<file path="config.mk">
export PLATFORM = sky130hd
export DESIGN_NAME = inst_mem_loader
export DESIGN_NICKNAME = d
export VERILOG_FILES = /design/src/rtl/loader_pkg.sv /design/src/rtl/loader_word_asm.sv /design/src/rtl/inst_mem_loader.sv
export SDC_FILE = /design/constraint.sdc
export NUM_CORES = 1
export LEC_CHECK = 0
export CORE_UTILIZATION = 45
export DETAILED_ROUTE_END_ITERATION = 12
export PLACE_DENSITY = 0.77
export REMOVE_ABC_BUFFERS = 1
export SYNTH_ARGS = -nofsm -noshare
export SYNTH_HDL_FRONTEND = slang
export SYNTH_SLANG_ARGS = --single-unit
</file>
<file path="constraint.sdc">
create_clock -name clk -period 4 [get_ports clk]
set_input_delay 0.8 -clock clk [delete_from_list [all_inputs] [get_ports clk]]
set_output_delay 0.8 -clock clk [all_outputs]
set_load 0.05 [all_outputs]
</file>
<file path="src/rtl/loader_pkg.sv">
// Shared types and constants for the instruction-memory boot loader.
package loader_pkg;

  localparam int BYTE_W         = 8;
  localparam int WORD_W         = 32;
  localparam int BYTES_PER_WORD = 4;
  localparam int CNT_W          = 16;

  typedef enum logic [2:0] {
    S_CNT_LO,
    S_CNT_HI,
    S_DATA,
    S_CHK,
    S_DONE,
    S_ERR
  } state_t;

endpackage

</file>
<file path="src/rtl/loader_word_asm.sv">
// Byte-to-word assembler: packs four accepted bytes little-endian into one
// 32-bit word. word_valid is combinational with the 4th byte so the parent
// can register the memory write in the following cycle.
module loader_word_asm
  import loader_pkg::*;
(
  input  logic              clk,
  input  logic              reset,
  input  logic              abort,
  input  logic              byte_valid,
  input  logic [BYTE_W-1:0] byte_data,
  output logic              word_valid,
  output logic [WORD_W-1:0] word_data
);

  localparam int SHIFT_W = (BYTES_PER_WORD - 1) * BYTE_W;

  logic [1:0]         lane_q;
  logic [SHIFT_W-1:0] shift_q;

  assign word_valid = byte_valid && (lane_q == 2'd3);
  assign word_data  = {byte_data, shift_q};

  // Shift new bytes in from the top so the first byte ends up in bits [7:0].
  // NOTE: sequential state uses non-blocking assignments so every register
  // samples pre-edge values regardless of statement order.
  always_ff @(posedge clk or posedge reset) begin
    if (reset) begin
      lane_q  <= '0;
      shift_q <= '0;
    end else if (abort) begin
      lane_q  <= '0;
      shift_q <= '0;
    end else if (byte_valid) begin
      lane_q  <= lane_q + 2'd1;
      shift_q <= {byte_data, shift_q[SHIFT_W-1:BYTE_W]};
    end
  end

endmodule

</file>
<file path="src/rtl/inst_mem_loader.sv">
// Boot-time instruction memory loader. Accepts a byte stream
//   count_lo, count_hi, payload (count words, little-endian)[, checksum]
// writes the words to consecutive addresses from 0 and holds the core until
// the image is complete.
// Optional feature: define INST_MEM_LOADER_CHECKSUM_EN to require a trailing
// byte equal to the XOR of all payload bytes.
module inst_mem_loader
  import loader_pkg::*;
#(
  parameter int DEPTH  = 10,
  parameter int ADDR_W = 32
) (
  input  logic              clk,
  input  logic              reset,
  input  logic [7:0]        in_data,
  input  logic              in_valid,
  output logic              in_ready,
  output logic              mem_we,
  output logic [ADDR_W-1:0] mem_addr,
  output logic [31:0]       mem_wdata,
  output logic              core_hold,
  output logic              load_done,
  output logic              load_error
);

`ifdef INST_MEM_LOADER_CHECKSUM_EN
  localparam state_t AFTER_DATA = S_CHK;
`else
  localparam state_t AFTER_DATA = S_DONE;
`endif

  state_t              state_q, state_d;
  logic [BYTE_W-1:0]   cnt_lo_q;
  logic [CNT_W-1:0]    count_q;
  logic [CNT_W-1:0]    count_hdr;
  logic [CNT_W-1:0]    word_idx_q;
  logic                take;
  logic                data_take;
  logic                word_valid;
  logic [WORD_W-1:0]   word_data;
  logic                last_word;
`ifdef INST_MEM_LOADER_CHECKSUM_EN
  logic [BYTE_W-1:0]   chk_q;
`endif

  assign take      = in_valid && in_ready;
  assign data_take = take && (state_q == S_DATA);
  assign count_hdr = {in_data, cnt_lo_q};
  assign last_word = word_valid && (word_idx_q == count_q - CNT_W'(1));

  loader_word_asm u_word_asm (
    .clk        (clk),
    .reset      (reset),
    .abort      (state_q != S_DATA),
    .byte_valid (data_take),
    .byte_data  (in_data),
    .word_valid (word_valid),
    .word_data  (word_data)
  );

  // State register.
  always_ff @(posedge clk or posedge reset) begin
    if (reset) state_q <= S_CNT_LO;
    else       state_q <= state_d;
  end

  // Next-state logic.
  // NOTE: state_d gets a default before the case so no path leaves it
  // unassigned, which would otherwise infer a latch.
  always_comb begin
    state_d = state_q;
    unique case (state_q)
      S_CNT_LO: if (take) state_d = S_CNT_HI;
      S_CNT_HI: begin
        if (take) begin
          if (count_hdr > CNT_W'(DEPTH)) state_d = S_ERR;
          else if (count_hdr == '0)      state_d = AFTER_DATA;
          else                           state_d = S_DATA;
        end
      end
      S_DATA:   if (last_word) state_d = AFTER_DATA;
      S_CHK: begin
`ifdef INST_MEM_LOADER_CHECKSUM_EN
        if (take) state_d = (in_data == chk_q) ? S_DONE : S_ERR;
`else
        state_d = S_ERR;
`endif
      end
      S_DONE:   state_d = S_DONE;
      S_ERR:    state_d = S_ERR;
      default:  state_d = S_ERR;
    endcase
  end

  // Header capture, word index and running payload checksum.
  always_ff @(posedge clk or posedge reset) begin
    if (reset) begin
      cnt_lo_q   <= '0;
      count_q    <= '0;
      word_idx_q <= '0;
`ifdef INST_MEM_LOADER_CHECKSUM_EN
      chk_q      <= '0;
`endif
    end else begin
      if (take && state_q == S_CNT_LO) cnt_lo_q <= in_data;
      if (take && state_q == S_CNT_HI) count_q  <= count_hdr;
      if (word_valid)                  word_idx_q <= word_idx_q + CNT_W'(1);
`ifdef INST_MEM_LOADER_CHECKSUM_EN
      if (data_take)                   chk_q <= chk_q ^ in_data;
`endif
    end
  end

  // Registered outputs: write strobe one cycle after the 4th byte, release
  // one cycle after reaching S_DONE so the final write lands first.
  always_ff @(posedge clk or posedge reset) begin
    if (reset) begin
      in_ready   <= 1'b0;
      mem_we     <= 1'b0;
      mem_addr   <= '0;
      mem_wdata  <= '0;
      core_hold  <= 1'b1;
      load_done  <= 1'b0;
      load_error <= 1'b0;
    end else begin
      in_ready <= (state_d != S_DONE) && (state_d != S_ERR);
      mem_we   <= word_valid;
      if (word_valid) begin
        mem_addr  <= ADDR_W'(word_idx_q);
        mem_wdata <= word_data;
      end
      if (state_q == S_DONE) begin
        load_done <= 1'b1;
        core_hold <= 1'b0;
      end
      if (state_q == S_ERR) load_error <= 1'b1;
    end
  end

endmodule
</file>
==> flow_metrics.py, run 1 <==
metrics = {
    "outcome": {
        "status": "finished with violations",
        "failed_checks": "DRC",
    },
    "routing": {
        "drc": 5,
        "wl_mm": 11.2,
        "dr.first_iter.drc_count": 170,
        "final_antenna_net_count": 0,
        "vias_per_cell": 5.42,
        "drt_first_pass_iters": 11,
        "wl_per_cell_um": 16.4,
        "vias": 3699,
    },
    "hold_path": {
        "hold_path_depth": 1,
        "min_from": "load_done$_DFFE_PP0P_",
        "hold_path_class": "flip-flop to flip-flop",
        "hold_end": "load_done$_DFFE_PP0P_",
    },
    "die": {
        "initial_core_util_pct": 47.0,
        "die_x_um": 112,
        "die_height_um": 112,
        "num_rows": 39,
        "design.portCount": 80,
        "die_area_mm2": 0.0125,
        "core_mm2": 0.0116,
    },
    "job": {
        "drv_cap": 0,
    },
    "synth": {
        "synth_edf_count": 0,
        "yosys_warnings": 0,
        "synth_top_area_share_pct": 55.8,
        "ys.flop_type": "dfrtp_1",
        "synth_area_leaders": "dfrtp_1 56%, mux2_2 14%, nand2_1 4.8%, xnor2_1 3.9%, a21oi_1 2.7%",
        "synth_top_area_cell": "dfrtp_1",
        "syn_area_mm2": 0.00543,
        "synth_seq_area_share_pct": 56.2,
        "async_flop_share_pct": 100,
        "avgSynthCellArea_um2": 11.9,
        "synthCells": 458,
        "ys_types": 54,
        "yosys_register_bits": 122,
    },
    "grt": {
        "grt_first_pass_wirelength_mm": 19.2,
        "grt_max_degree": 56,
        "grt_pass1_vias": 3919,
        "overflow": 0,
        "grt.total_usage_pct": 19.8,
        "grt_antenna_before_repair": 0,
    },
    "final_layout": {
        "drive_above_1_share_pct": 22.4,
        "n_fill_cell": 922,
        "post-route-util_pct": 58.5,
        "final_cell_mix": "121 x dfrtp_1, 69 x nand2_1, 66 x mux2_2",
        "syn2layout_area_growth_pct": 24.5,
        "final_nets": 541,
        "antennaDiodeCount": 0,
        "layout_commonest_cell": "dfrtp_1",
    },
    "clock_tree": {
        "cts_tree": "built",
        "clk_pin_slew_ps": 50,
        "cts.sinks": 122,
        "cts_hold_buf": 0,
        "cts_resized": 0,
        "cts_root_buf": "clkbuf_16",
        "cts.path.max_buffers": 2,
        "clk_latency_ps": 410,
        "cts_inserted_buffers": 17,
        "post-cts-setup-buffers": 0,
        "cts_max_level": 4,
    },
    "timing": {
        "setup-violations-final": 0,
        "fin_crit_ps": 2600,
        "worstMarginPinSlew_ps": 911,
        "fin_ws_ps": 1400,
        "timing.fmax_ghz": 0.385,
        "clock_skew_ps": 5.50,
        "whs_ps": 462,
        "finalHoldViolCount": 0,
        "post-route-period-util_pct": 65.0,
        "fin_setup_tns_ps": 0,
        "drv_slew": 0,
        "rsz0062_at_grt": "no",
        "max_slew_margin_pct": 39.1,
    },
    "power": {
        "p_seq_share_pct": 40.9,
        "p_clk_share_pct": 41.8,
        "p_switching_uw": 1060,
        "powerDensity_mw_per_mm2": 540,
        "p_leak_uw": 0.00303,
        "sw_frac_of_total_pct": 29.0,
        "combPwrFrac_pct": 17.2,
        "worst_ir_drop_vdd_v": 0.000268,
        "internal_power_uw": 2600,
    },
    "setup_path": {
        "worstPathMaxFanout": 35,
        "r2r_cells": 8,
        "end_kind": "flip-flop",
        "worstSetupPathType": "input port to flip-flop",
        "r2r-start": "count_q[0]$_DFFE_PP0P_",
        "start_kind": "input port",
        "cp.required_ps": 4300,
        "arrival_ps": 2900,
        "r2r-end": "state_q[1]$_DFF_PP0_",
        "ff2ff_setup_slack_ps": 1550,
    },
    "placed_design": {
        "port_buffers": 63,
        "place_congestion": 0.886,
        "dp_hpwl_mm": 7.20,
        "preCtsSetupSlack_ps": 942,
    },
}
## how the worst max path moves through the flow
stage	cells after the start	from	to	slack, ps
after detailed placement	5	in_valid	mem_wdata[19]$_DFFE_PP0P_	940
after global placement	5	in_valid	mem_wdata[8]$_DFFE_PP0P_	1000
after global routing	7	in_valid	word_idx_q[10]$_DFFE_PP0P_	1220
after CTS	5	in_valid	mem_wdata[20]$_DFFE_PP0P_	1380
final	5	in_valid	mem_wdata[20]$_DFFE_PP0P_	1400
after floorplan	1	reset	cnt_lo_q[0]$_DFFE_PP0P_	-40
## layout make-up
cell class / instances / area (µm²) / share of cell area, %
inverters: 10 / 40.0 / 0.592
flip-flops and latches: 122 / 3050 / 45.2
well taps: 143 / 179 / 2.65
clock inverters: 10 / 115 / 1.70
clock buffers: 22 / 484 / 7.16
multi-input cells: 307 / 2200 / 32.6
repair buffers: 69 / 688 / 10.2
## critical path, cell delays in order
cell             delay [ps]
clkdlybuf4s50_1         480
and2_1                  170
and3_2                  500
buf_4                   520
mux2_2                  400
## layer usage
metal	vias up	track usage [%]	routed length, µm
met5	-	0	0
met4	0	9.64	242
met3	24	4.90	446
met2	95	32.0	5630
met1	1883	25.0	4850
li1	1697	-	-
## power by group through the flow
stage	Sequential, µW	Clock, µW	Combinational (µW)
after floorplan	1490	0	476
after global placement	1510	0	598
after detailed placement	1510	0	620
after CTS	1490	1540	629
after global routing	1510	1610	692
final	1490	1530	630
## metrics by stage
step                cells  total power [µW]  cell area [µm²]
finish                683              3650             6760
global route          683              3810             6760
CTS                   683              3670             6760
detailed placement    651              2130             6160
global placement      651              2110             6160
floorplan             439              1970             5290
## state kept, by name, summed over array words and instances (netlist names)
signal              count
state_q                 3
u_word_asm.shift_q     24
mem_addr               16
mem_we                  1
core_hold               1
in_ready                1
cnt_lo_q                8
load_done               1
load_error              1
mem_wdata              32
word_idx_q             16
u_word_asm.lane_q       2
count_q                16
## synthesized netlist by cell type, drive strengths merged, types with 3 or more instances
master    n
o21ai     8
inv      10
and3      7
xnor2    24
nand3     6
mux2     68
buf      29
nor2     14
xor2     12
nand4     6
nor4      9
nor3b     3
a21boi    3
and2      3
a21oi    29
clkbuf    5
dfrtp   121
nand2    69
ha        3
## kinds of logic after synthesis
kind of cell / count (synthesis) / share of synthesized area (%)
AO/OA/AOI/OAI: 53 / 6.13
XOR/XNOR: 36 / 5.81
adder cells (fa/ha/maj): 3 / 0.691
buffers and inverters: 44 / 4.38
flip-flops: 122 / 56.2
multiplexers: 68 / 14.1
other: 1 / 0.0691
AND/OR/NAND/NOR: 131 / 12.6
Note: power is estimated with default switching activity, not from simulation.
==> run 2: changes to the inputs <==
- clock period: 4 -> 2.38 ns (I/O delays scaled with it)
==> flow_metrics.py, run 2 (synthesis results as in run 1) <==
metrics = {
    "timing": {
        "drv_slew": 0,
        "worstMarginPinSlew_ps": 983,
        "rsz0062_at_grt": "no",
        "timing.fmax_ghz": 0.454,
        "whs_ps": 436,
        "finalHoldViolCount": 0,
        "setup-violations-final": 0,
        "post-route-period-util_pct": 92.6,
        "fin_setup_tns_ps": 0,
        "max_slew_margin_pct": 34.3,
        "clock_skew_ps": 13.2,
        "fin_crit_ps": 2200,
    },
    "setup_path": {
        "worstPathMaxFanout": 4,
        "arrival_ps": 2510,
        "end_kind": "flip-flop",
        "cp.required_ps": 2680,
        "worstSetupPathType": "flip-flop to flip-flop",
        "start_kind": "flip-flop",
    },
    "routing": {
        "drc": 4,
        "dr.first_iter.drc_count": 266,
        "wl_mm": 11.3,
        "wl_per_cell_um": 16.2,
        "vias_per_cell": 5.35,
        "final_antenna_net_count": 0,
        "drt_first_pass_iters": 12,
        "vias": 3740,
    },
    "clock_tree": {
        "cts_root_buf": "clkbuf_16",
        "cts.sinks": 122,
        "cts_inserted_buffers": 17,
        "cts_hold_buf": 0,
        "cts_max_level": 4,
        "clk_pin_slew_ps": 60,
        "cts.path.max_buffers": 2,
        "clk_latency_ps": 420,
        "cts_tree": "built",
    },
    "grt": {
        "overflow": 0,
        "grt_pass1_vias": 3874,
        "grt_antenna_before_repair": 0,
        "grt.total_usage_pct": 19.7,
        "grt_first_pass_wirelength_mm": 19.3,
        "grt_max_degree": 35,
    },
    "power": {
        "worst_ir_drop_vdd_v": 0.000516,
        "powerDensity_mw_per_mm2": 902,
        "p_leak_uw": 0.00312,
    },
    "placed_design": {
        "place_congestion": 0.806,
        "placedCellCount": 665,
        "dp_hpwl_mm": 7.64,
        "port_buffers": 63,
        "place_area_mm2": 0.00629,
    },
    "outcome": {
        "failed_checks": "DRC",
        "status": "finished with violations",
    },
    "final_layout": {
        "layout_commonest_cell": "dfrtp_1",
        "seqCellArea_mm2": 0.00306,
        "largest_reg_flops": 32,
        "multi_input_area_mm2": 0.00221,
        "final_area_mm2": 0.00694,
        "stdcell_count": 699,
        "syn2layout_area_growth_pct": 27.7,
        "n_fill_cell": 878,
        "drive_above_1_share_pct": 25.2,
        "final_cell_mix": "120 x dfrtp_1, 69 x nand2_1, 66 x mux2_2",
        "final_nets": 557,
        "largest-register": "mem_wdata",
        "antennaDiodeCount": 0,
        "reg_top3": "mem_wdata x32, u_word_asm.shift_q x24",
    },
    "die": {
        "design.portCount": 80,
        "num_rows": 39,
        "die_height_um": 112,
        "core_mm2": 0.0116,
        "die_x_um": 112,
        "die_area_mm2": 0.0125,
        "initial_core_util_pct": 47.0,
    },
    "hold_path": {
        "hold_path_class": "input port to asynchronous set/reset pin",
    },
    "job": {
        "drv_cap": 0,
    },
}
==> run 2: changes by cell type in the layout (fill, tap and decap cells not counted), moves of 2 or more <==
cell      before  now
buf_4          5   19
clkinv_4       1    5
clkbuf_8       4    1
buf_12         1    3
clkinv_2       3    1
==> run 2: metrics by stage <==
stage	utilization [%]	setup slack, ps	total power [µW]
finish	60.0	177	6260
floorplan	-	-1420	3300
detailed placement	54.4	50.9	3610
global placement	54.4	44.3	3560
CTS	59.7	23.8	6260
global route	60.0	23.1	6550
==> run 2: area by class of cell <==
class	instances	share of cell area, %
Sequential cell	122	44.1
Multi-Input combinational cell	307	31.9
Timing Repair Buffer	85	12.0
Clock buffer	19	6.39
Tap cell	143	2.58
Clock inverter	13	2.45
Inverter	10	0.577
==> run 2: per-layer routing <==
layer / wire length, µm / track usage, % / vias up
met1: 5110 / 26.0 / 1923
li1: - / - / 1726
met4: 101 / 7.21 / 0
met3: 348 / 4.84 / 7
met5: 0 / 0 / -
met2: 5780 / 31.6 / 84
==> run 2: critical path: stages, from the launching register on <==
cell and delay, ps:
dfrtp_1 410, inv_1 130, ha_4 160, nor3b_4 270, nand4_2 140, or4_4 530, o211ai_2 100, nand4_2 150
and2_1 200
==> run 2: worst paths after layout <==
check	from	to	slack, ps	depth (start not counted)
setup / recovery	count_q[1]$_DFFE_PP0P_	in_ready$_DFF_PP0_	180	8
hold / removal	reset	load_done$_DFFE_PP0P_	440	2
setup reg to reg	count_q[1]$_DFFE_PP0P_	in_ready$_DFF_PP0_	180	8
hold reg to reg	load_done$_DFFE_PP0P_	load_done$_DFFE_PP0P_	470	1
max in group asynchronous	reset	count_q[0]$_DFFE_PP0P_	1390	3
min in group clk	load_done$_DFFE_PP0P_	load_done$_DFFE_PP0P_	470	1
==> run 2: what timing repair did <==
item,in CTS,in global routing
gates resized for setup,0,4
setup endpoints to repair,0,3
setup buffers,0,2
==> run 2: report_power, final <==
part           total [µW]  switching [µW]  internal [µW]
logic                1120             594            521
clock network        2630             944           1680
registers            2520             269           2250
